--- src/rtl/bram_port_arbiter.sv ---
// ---------------------------------------------------------------------------
// bram_port_arbiter
//
// Shares one port (C) of a true dual-port block RAM between two requesters.
// The other RAM port (B) belongs to a foreign master; the arbiter snoops it
// and holds back any requester whose access would collide with it on the
// same word while either side writes. Colliding port writes on this RAM
// family are silently dropped, so such an access must never be issued.
//
// Configuration macro:
//   ARB_ROUND_ROBIN_EN  defined   : round-robin between two eligible requesters
//                       undefined : fixed priority, requester 0 wins ties
//
// Ports
//   clk, reset                    clock, asynchronous active-high reset
//   reqN_valid/ready              access handshake, N in {0,1}; ready is
//                                 combinational in the cycle of the grant
//   reqN_we/addr/wdata            byte write enables (all-zero = read),
//                                 word address, write data
//   rspN_valid/rdata              completion one cycle after the grant; rdata
//                                 is the RAM's read-first output, 0 when idle
//   memC_en/we/addr/din           drive of RAM port C (all zero when idle)
//   memC_dout                     registered read data of RAM port C
//   portB_en/we/addr              snoop of RAM port B
//   stall_cnt                     saturating count of collision-blocked cycles
// ---------------------------------------------------------------------------
module bram_port_arbiter #(
  parameter int NUM_COL    = 4,
  parameter int COL_WIDTH  = 8,
  parameter int ADDR_WIDTH = 14,
  parameter int DATA_WIDTH = NUM_COL * COL_WIDTH
) (
  input  logic                  clk,
  input  logic                  reset,

  input  logic                  req0_valid,
  output logic                  req0_ready,
  input  logic [NUM_COL-1:0]    req0_we,
  input  logic [ADDR_WIDTH-1:0] req0_addr,
  input  logic [DATA_WIDTH-1:0] req0_wdata,
  output logic                  rsp0_valid,
  output logic [DATA_WIDTH-1:0] rsp0_rdata,

  input  logic                  req1_valid,
  output logic                  req1_ready,
  input  logic [NUM_COL-1:0]    req1_we,
  input  logic [ADDR_WIDTH-1:0] req1_addr,
  input  logic [DATA_WIDTH-1:0] req1_wdata,
  output logic                  rsp1_valid,
  output logic [DATA_WIDTH-1:0] rsp1_rdata,

  output logic                  memC_en,
  output logic [NUM_COL-1:0]    memC_we,
  output logic [ADDR_WIDTH-1:0] memC_addr,
  output logic [DATA_WIDTH-1:0] memC_din,
  input  logic [DATA_WIDTH-1:0] memC_dout,

  input  logic                  portB_en,
  input  logic [NUM_COL-1:0]    portB_we,
  input  logic [ADDR_WIDTH-1:0] portB_addr,

  output logic [15:0]           stall_cnt
);

`ifdef ARB_ROUND_ROBIN_EN
  localparam logic RR_EN = 1'b1;
`else
  localparam logic RR_EN = 1'b0;
`endif

  logic conflict0, conflict1;
  logic elig0, elig1;
  logic grant0, grant1, grantAny;
  logic stallEvent;

  logic        lastGrant;   // ID of the most recently granted requester
  logic        rspPending;  // an access was granted last cycle
  logic        rspId;       // which requester that access belongs to
  logic [15:0] stallCnt;

  // -------------------------------------------------------------------------
  // Collision detection and grant selection
  // -------------------------------------------------------------------------
  // NOTE: every signal assigned here gets a default before any branch so
  // that no path leaves it unassigned, which would infer a latch.
  always_comb begin
    conflict0 = portB_en && (req0_addr == portB_addr) && ((|req0_we) || (|portB_we));
    conflict1 = portB_en && (req1_addr == portB_addr) && ((|req1_we) || (|portB_we));

    // Reset gates eligibility so ready and the port C drive drop to zero
    // asynchronously, not just at the next edge.
    elig0 = req0_valid && !conflict0 && !reset;
    elig1 = req1_valid && !conflict1 && !reset;

    grant0 = 1'b0;
    grant1 = 1'b0;
    if (elig0 && elig1) begin
      // Round-robin hands the tie to the requester that did not win last;
      // with the feature off requester 0 always takes it.
      if (RR_EN && (lastGrant == 1'b0)) grant1 = 1'b1;
      else                              grant0 = 1'b1;
    end else begin
      grant0 = elig0;
      grant1 = elig1;
    end
    grantAny = grant0 || grant1;

    // A blocked requester counts whether or not the other one is granted.
    stallEvent = (req0_valid && conflict0) || (req1_valid && conflict1);
  end

  // -------------------------------------------------------------------------
  // Port C drive: the granted requester's fields, all zero when idle
  // -------------------------------------------------------------------------
  always_comb begin
    memC_en   = grantAny;
    memC_we   = '0;
    memC_addr = '0;
    memC_din  = '0;
    if (grant0) begin
      memC_we   = req0_we;
      memC_addr = req0_addr;
      memC_din  = req0_wdata;
    end else if (grant1) begin
      memC_we   = req1_we;
      memC_addr = req1_addr;
      memC_din  = req1_wdata;
    end
  end

  assign req0_ready = grant0;
  assign req1_ready = grant1;

  // -------------------------------------------------------------------------
  // Registered state
  // -------------------------------------------------------------------------
  // NOTE: clocked state uses non-blocking assignments so every flop samples
  // the pre-edge values regardless of statement order.
  always_ff @(posedge clk or posedge reset) begin
    if (reset) begin
      lastGrant  <= 1'b1;   // requester 0 wins the first tie
      rspPending <= 1'b0;   // drops any in-flight completion
      rspId      <= 1'b0;
      stallCnt   <= 16'd0;
    end else begin
      rspPending <= grantAny;
      rspId      <= grant1;
      if (RR_EN && grantAny) begin
        lastGrant <= grant1;
      end
      if (stallEvent && (stallCnt != 16'hFFFF)) begin
        stallCnt <= stallCnt + 16'd1;
      end
    end
  end

  // -------------------------------------------------------------------------
  // Completion: the RAM's registered output lines up with the cycle after
  // the grant, so it is steered straight to the owning requester.
  // -------------------------------------------------------------------------
  assign rsp0_valid = rspPending && (rspId == 1'b0);
  assign rsp1_valid = rspPending && (rspId == 1'b1);
  assign rsp0_rdata = rsp0_valid ? memC_dout : '0;
  assign rsp1_rdata = rsp1_valid ? memC_dout : '0;

  assign stall_cnt = stallCnt;

endmodule

--- config.mk ---
export PLATFORM = sky130hd
export DESIGN_NAME = bram_port_arbiter
export DESIGN_NICKNAME = d
export VERILOG_FILES = /design/src/rtl/bram_port_arbiter.sv
export SDC_FILE = /design/constraint.sdc
export NUM_CORES = 1
export LEC_CHECK = 0
export CORE_AREA = 2 2 113 115
export CTS_CLUSTER_DIAMETER = 200
export DETAILED_ROUTE_END_ITERATION = 10
export DIE_AREA = 0 0 115 117
export PLACE_DENSITY = 0.72
export SETUP_SLACK_MARGIN = 0.5
export SLEW_MARGIN = 25
export SYNTH_ARGS = -nofsm -noshare
export SYNTH_HDL_FRONTEND = slang
export SYNTH_SLANG_ARGS = --single-unit
--- constraint.sdc ---
create_clock -name clk -period 6.3 [get_ports clk]
set_clock_uncertainty 0.15 [all_clocks]
set_input_delay 1.575 -clock clk [delete_from_list [all_inputs] [get_ports clk]]
set_output_delay 1.575 -clock clk [all_outputs]
set_load 0.05 [all_outputs]
---- Word level (Yosys, flattened, before mapping) ----
Index checks and enable logic that the tools add are counted.
word-level totals
  register bits after elaboration ......... 18
  input bits .............................. 155
  output and inout bits ................... 135
  word-level logic and storage cells ...... 42
operators by class
  add/sub/neg operators ................... 1
  equal/unequal tests ..................... 3
  multiplexer cells ....................... 10
  bitwise gates (word level) .............. 1
  reductions and logical operators ........ 24
operators with widths
  kind                   count
  $mux 32                4
  $eq 14x14->1           2
  $mux 14                2
  $add 16x1->16 const B  1
  $ne 16x16->1 const B   1
  $logic_and 1x1->1      14
  $reduce_or 4->1        3
  $mux 4                 2
  $logic_or 1x1->1       4
  $logic_not 1->1        3
  $mux 1                 2
  $not 1->1              1

---- Logic depth before layout (Yosys ltp) ----
Gate-level depths: netlist of run 1.
  depth after elaboration ................. 10
  mapped depth ............................ 8
  mapped depth without buffers ............ 6

---- Least setup slack after synthesis of run 1 ----
No wires, ideal clock.
  path kind ............................... input port to output port
  start point ............................. input portB_we[1]
  end point ............................... output memC_addr[10]
  data arrival time ....................... 3394 ps
  data required time ...................... 4575 ps
  path slack .............................. 1181 ps
  stages .................................. 7
  path buffers ............................ 1
  cells stage by stage .................... nor4_1 -> a211oi_1 -> nand3_1 -> o211ai_1 -> a21oi_1 -> buf_2 -> a22o_1
on the way
  longest elaborated chain between the ends .. 10
  elaborated cells between the ends (all ways) .. 16
  classes of those cells .................. mux: 4; reduce/logical: 12
ends and longest elaborated chain
  element                                                    line    text
  start, declared                                            59      input logic [NUM_COL-1:0] portB_we,
  $reduce_or 4->1 *                                          87, 88
  $logic_or 1x1->1, on equally long branches                 87, 88
  $logic_and 1x1->1, on equally long branches                87, 88
  $logic_not 1->1, on equally long branches                  92, 93
  $logic_and 1x1->1, on equally long branches (2 in series)  92, 93
  $logic_and 1x1->1                                          97      if (elig0 && elig1) begin
  $mux 1 *                                                   97
  net req1_ready                                             45      output logic req1_ready,
  $mux 14 *                                                  124     end else if (grant1) begin
  $mux 14 *                                                  120     if (grant0) begin
  end, declared                                              54      output logic [ADDR_WIDTH-1:0] memC_addr,
Mark *: on every way through the listed nets, which the timed path passes. The rest lies on a longest branch.

---- Worst setup path in the final report of run 1 ----
  start point ............................. input portB_addr[9]
  end point ............................... output memC_din[30]
on the way
  longest elaborated chain between the ends .. 10
  elaborated cells between the ends (all ways) .. 17
  classes of those cells .................. eq/ne: 2; mux: 4; reduce/logical: 11
ends and longest elaborated chain
  element                                                    line    text
  start, declared                                            60      input logic [ADDR_WIDTH-1:0] portB_addr,
  $eq 14x14->1, on equally long branches                     87, 88
  $logic_and 1x1->1, on equally long branches (2 in series)  87, 88
  $logic_not 1->1, on equally long branches                  92, 93
  $logic_and 1x1->1, on equally long branches (2 in series)  92, 93
  $logic_and 1x1->1                                          97
  $mux 1                                                     97
  $mux 32                                                    124
  $mux 32 *                                                  120
  end, declared                                              55      output logic [DATA_WIDTH-1:0] memC_din,
Every way passes the cells marked *; elsewhere a longest branch is shown, timed or not.

==> results.txt, run 1 <==
Crit-path leading delay family: simple AND/OR/NAND/NOR gates
Reg clk slew, reported paths: 50 ps
CP Max Fanout: 38
Instance area at placement: 5750 µm²
Status: complete, no violations
Max Slew Vio Count: 0
H-tree Lvls: 1
Metal1 wirelength: 4.44 mm
Vias in the first global route: 3252
Peak VDD IR: 0.0000819 V
Core Rows: 41
Max Used Layer: met4
Die X: 115 µm
Synth Warn #: 0
Worst R2R Path Depth: 5
Average wire per standard cell: 17.4 µm
Minimum clock period: 5600 ps
Worst Path Class, Setup: in2out
Root Driver: clkbuf_16
CTS tree: done
Setup_tns: 0 ps
Hold WC Path Type: reg2reg
Cts hold-fix bufs: 0
Synth Area per Inst: 8.17 µm²
R2r startpoint: stall_cnt[3]
Iter 0 DRT Violations: 73
Hold Violations, Final: 0
DR WL met3: 1.09 mm
Register bit total from synthesis: 18
Fin nets: 698
Total Wirelength: 12.0 mm
CP cell instances: clkdlybuf4s50_1 -> xnor2_1 -> nand4_1 -> nor3_2 -> nand4_1 -> and3_4 -> buf_12 -> a22o_1 -> buf_12
Pre-antenna DRT Iters: 4
CP max stage delay: 460 ps
Syn Nets: 420
Initial Util: 0.175
Mapped Area: 2160 µm²
Hold depth: 1
Boundary pin count: 290
CTS buffer count: 3
RSZ-0062 raised after global routing: no
Antenna viol nets, final: 0
Critical path buffers and inverters: 3
Port buffer count: 289
Die height: 117 µm
Worst Path Required: 4580 ps
Cells after Synth: 264
DR vias: 3199
WHS: 352 ps
Static Leak: 2.34 nW
Reported max-cap violation count: 0
GRT Util Overall: 0.165
Routed vias/inst: 4.64
DP Wirelength: 10.2 mm
Worst slew pin tran: 833 ps
Area Growth Syn to Fin: 171%
Min-delay src: stall_cnt[11]
Final setup fails: 0
Design Area, Final: 5850 µm²
RR Endpoint: stall_cnt[1]
PwrDens: 118 nW/µm²
Net Sw Frac: 0.386
Clock power frac: 0.175
Initial antenna violation count: 0
Top post-synthesis cells by area: dfrtp_1 (21%), a22o_1 (20%), and3_1 (11%)
Post-route DRC: 0
Die ar.: 13500 µm²
P_sw: 0.000267 W
Yosys top cell by area: dfrtp_1
DR WL met2: 6.24 mm
Final period utilization: 0.888
Synth cell types: 29
# diodes: 0
Hold Path Sink: stall_cnt[11]
Clk Latency, worst-skew pair: 240 ps
R2R setup slack: 4180 ps
First-pass GRT wire length: 17.6 mm
Slowest CP cell: clkdlybuf4s50_1
Pint: 0.000424 W
Comb pwr share: 0.648
Setup crit end kind: output pin
Largest net degree at the start of global routing: 40
Clock buffer depth: 2
Worst path arrival time: 3870 ps
Crit start category: input port
Core box area: 12300 µm²
Final core occ: 0.475
Total gr overflow: 0
Layout cells sized above 1: 0.130
Reg power frac: 0.176
Post-synthesis sequential area ratio: 0.209
Relative slew slack: 0.445
Peak Freq: 179 MHz
GP Congestion: 0.844
CTS sink count: 18
Synth top area share: 0.209
==> per-layer routing <==
layer / vias up / GRT usage
met5: - / 0
met2: 182 / 0.313
li1: 1532 / -
met3: 16 / 0.0453
met1: 1469 / 0.186
met4: 0 / 0.0313
==> synth_stat cells <==
library cell  count
inv_1             2
nor4_1            6
o211ai_1          1
clkbuf_1         11
nand3b_1          1
ha_1              1
nor2b_1           2
nand4b_1          1
a21oi_1           2
nand4_1           8
and3_1           37
mux2_2            2
nand2b_1          1
buf_2            11
a22o_1           50
o2bb2ai_2         1
nand2_1           7
and4_1            1
a31oi_1           1
nor2_1            4
xnor2_1          26
dfrtp_1          18
xor2_1           15
nand3_1          15
a211oi_1          2
nor3_2            1
nor3_1            3
and2_1           33
or3_1             1
==> repair_timing <==
| item | 4_1_cts | 5_1_grt |
|---|---|---|
| pin swaps | 0 | 1 |
| hold endpoints to repair | 0 | 0 |
| endpoints found under the setup margin | 34 | 38 |
| setup buffers | 0 | 1 |
| resized for setup | 1 | 2 |
==> logic make-up after synthesis <==
group | count (synthesis) | share of synthesized area
XOR/XNOR | 41 | 0.166
adder cells (fa/ha/maj) | 1 | 0.00580
AO/OA/AOI/OAI | 57 | 0.228
multiplexers | 2 | 0.0104
buffers and inverters | 24 | 0.0481
AND/OR/NAND/NOR | 121 | 0.332
flip-flops | 18 | 0.209
==> area by class of cell <==
class / count / area [µm²]
Multi-Input combinational cell: 222 / 1630
Inverter: 2 / 7.51
Sequential cell: 18 / 450
Clock buffer: 3 / 75.1
Fill cell: 1142 / 6470
Timing Repair Buffer: 295 / 3490
Tap cell: 150 / 188
==> flip-flops by register name, summed over array words and instances (netlist names) <==
name,count
rspId,1
rspPending,1
stall_cnt,16
==> power by group through the flow <==
stage | combinational [W] | clock, W | sequential [W]
3_3_place_gp | 0.000445 | 0 | 0.000124
6_report | 0.000448 | 0.000121 | 0.000122
5_1_grt | 0.000466 | 0.000130 | 0.000123
2_1_floorplan | 0.000200 | 0 | 0.000119
4_1_cts | 0.000451 | 0.000125 | 0.000122
3_5_place_dp | 0.000448 | 0 | 0.000124
==> placed cells by master (no fill, tap or decap), types with 2 or more instances in the layout <==
master / n
dfrtp_1: 18
nand2_1: 7
and3_1: 36
clkbuf_16: 3
a211oi_1: 2
a22o_1: 50
buf_4: 4
mux2_2: 2
nor2_1: 4
nor2b_1: 2
nor3_1: 3
inv_1: 2
nor4_1: 4
buf_12: 55
xnor2_1: 26
clkdlybuf4s50_1: 236
nand4_1: 8
xor2_1: 15
nand3_1: 15
and2_1: 33
nor4_2: 2
==> worst register-to-register path, delay by kind of cell (launching register included) <==
kind	cells	cell delay [ps]
simple gates	4	1090
flops	1	430
mux	1	340
==> worst max-delay path by stage <==
stage / from / slack, ps / cells after the start / end
finish: portB_addr[9] / 700 / 9 / memC_din[30]
global route: portB_addr[9] / 560 / 9 / memC_din[30]
CTS: req0_we[0] / 530 / 8 / memC_din[17]
detailed placement: req1_we[0] / 490 / 9 / memC_din[17]
global placement: req1_we[0] / 480 / 9 / memC_din[17]
floorplan: portB_we[1] / 1180 / 7 / memC_addr[10]
==> through the flow <==
| stage | setup WS, ps | cells | total power [W] |
|---|---|---|---|
| after global routing | 560 | 690 | 0.000719 |
| after CTS | 526 | 689 | 0.000699 |
| final | 704 | 690 | 0.000691 |
| after global placement | 481 | 686 | 0.000569 |
| after floorplan | 1180 | 264 | 0.000320 |
| after detailed placement | 495 | 686 | 0.000572 |
(Power assumes the default switching activity.)
==> run 2: changes to the inputs <==
--- a/config.mk
+++ b/config.mk
@@ -5,11 +5,11 @@
 export SDC_FILE = /design/constraint.sdc
 export NUM_CORES = 1
 export LEC_CHECK = 0
-export CORE_AREA = 2 2 113 115
+export CORE_AREA = 4 4 109 111
 export CTS_CLUSTER_DIAMETER = 200
 export DETAILED_ROUTE_END_ITERATION = 10
-export DIE_AREA = 0 0 115 117
-export PLACE_DENSITY = 0.72
+export DIE_AREA = 0 0 113 115
+export PLACE_DENSITY = 0.78
 export SETUP_SLACK_MARGIN = 0.5
 export SLEW_MARGIN = 25
 export SYNTH_ARGS = -nofsm -noshare
==> results.txt, run 2 (synthesis gave the netlist of run 1 again) <==
Status: complete, no violations
Crit start category: input port
Total gr overflow: 0
Minimum clock period: 5630 ps
P_sw: 0.000270 W
Design Area, Final: 5790 µm²
Final period utilization: 0.894
Clock power frac: 0.141
Comb pwr share: 0.676
Worst Path Class, Setup: in2out
Relative slew slack: 0.434
Place WS: 576 ps
Pint: 0.000396 W
Boundary pin count: 290
CP most frequent cell: buf_12
Reg clk slew, reported paths: 70 ps
Die X: 113 µm
Antenna viol nets, final: 0
Critical path buffers and inverters: 3
Clock buffer depth: 2
CTS buffer count: 3
First-pass GRT wire length: 19.9 mm
Setup crit end kind: output pin
Most frequent cells in the layout: clkdlybuf4s50_1 (236), buf_12 (55), a22o_1 (50)
Worst slew pin tran: 850 ps
Final setup fails: 0
Net Sw Frac: 0.405
RSZ-0062 raised after global routing: no
Static Leak: 2.33 nW
CP Max Fanout: 38
Hold Violations, Final: 0
Most common cell after layout, fill and taps aside: clkdlybuf4s50_1
Total Wirelength: 13.3 mm
Fin nets: 697
Average wire per standard cell: 19.5 µm
Reported max-cap violation count: 0
Initial Util: 0.200
Die ar.: 13000 µm²
Reg power frac: 0.183
Vias in the first global route: 3513
Cts hold-fix bufs: 0
DP Wirelength: 11.6 mm
Layout cells sized above 1: 0.126
CP cell instances: clkdlybuf4s50_1 -> nor4_1 -> a211oi_1 -> nand4_1 -> and3_4 -> buf_12 -> a22o_1 -> buf_12
Die height: 115 µm
Pre-antenna DRT Iters: 6
Slowest CP cell: nor4_1
Crit-path leading delay family: simple AND/OR/NAND/NOR gates
Max reg flops: 16
Initial antenna violation count: 0
Worst path arrival time: 3910 ps
CTS tree: done
Worst Path Required: 4580 ps
Total power: 0.000665 W
Instance area at placement: 5730 µm²
DR vias: 3316
CTS sink count: 18
Port buffer count: 289
Peak Freq: 177 MHz
Largest net degree at the start of global routing: 44
Setup_tns: 0 ps
Post-route setup slack: 665 ps
Peak VDD IR: 0.0000631 V
Clk Latency, worst-skew pair: 250 ps
Max Slew Vio Count: 0
# diodes: 0
Iter 0 DRT Violations: 210
Core box area: 10800 µm²
CP max stage delay: 540 ps
H-tree Lvls: 1
Area Growth Syn to Fin: 169%
PwrDens: 115 nW/µm²
Root Driver: clkbuf_8
Core Rows: 38
Final core occ: 0.537
GP Congestion: 0.866
Post-route DRC: 0
Hold WC Path Type: reg2reg
Routed vias/inst: 4.88
GRT Util Overall: 0.193
==> run 2: cell count changes in the layout (fill, tap and decap cells not counted), sizes merged <==
cell | before | now
clkbuf | 3 | 4
buf | 59 | 58
==> run 2: per-stage QoR <==
stage               hold slack (ps)  instances
global placement                331        675
detailed placement              349        675
CTS                             364        679
floorplan                       646        264
finish                          353        680
global route                    392        680
==> run 2: area by class of cell <==
type	instances	area (µm²)
Clock buffer	4	55.1
Fill cell	970	5000
Inverter	2	7.51
Multi-Input combinational cell	222	1620
Sequential cell	18	450
Tap cell	140	175
Timing Repair Buffer	294	3490
==> run 2: power groups by stage <==
stage | clock (W) | combinational [W] | sequential (W)
floorplan | 0 | 0.000200 | 0.000119
global placement | 0 | 0.000446 | 0.000124
detailed placement | 0 | 0.000450 | 0.000124
CTS | 0.0000969 | 0.000452 | 0.000122
global route | 0.000102 | 0.000467 | 0.000123
finish | 0.0000941 | 0.000450 | 0.000122
==> run 2: layer usage <==
metal / vias up / routed length, µm / GRT usage / part of all wire
met1: 1561 / 4640 / 0.203 / 0.35
met5: - / 0 / 0 / 0
li1: 1538 / - / - / -
met4: 0 / 223 / 0.0417 / 0.017
met2: 203 / 6950 / 0.367 / 0.52
met3: 14 / 1450 / 0.0726 / 0.11
==> run 2: path summary, 6_finish.rpt <==
path	startpoint	endpoint	slack [ps]	cells past startpoint
setup / recovery	portB_we[1]	memC_din[8]	670	8
hold / removal	stall_cnt[5]	stall_cnt[5]	350	1
setup reg to reg	stall_cnt[3]	stall_cnt[1]	4130	5
hold reg to reg	stall_cnt[5]	stall_cnt[5]	350	1
max in group asynchronous	reset	stall_cnt[1]	4230	3
min in group asynchronous	reset	stall_cnt[14]	1580	3
==> run 2: what timing repair did <==
action | in CTS | in global routing
setup buffers | 0 | 1
endpoints found under the setup margin | 0 | 39
resized for setup | 0 | 1
hold endpoints to repair | 0 | 0
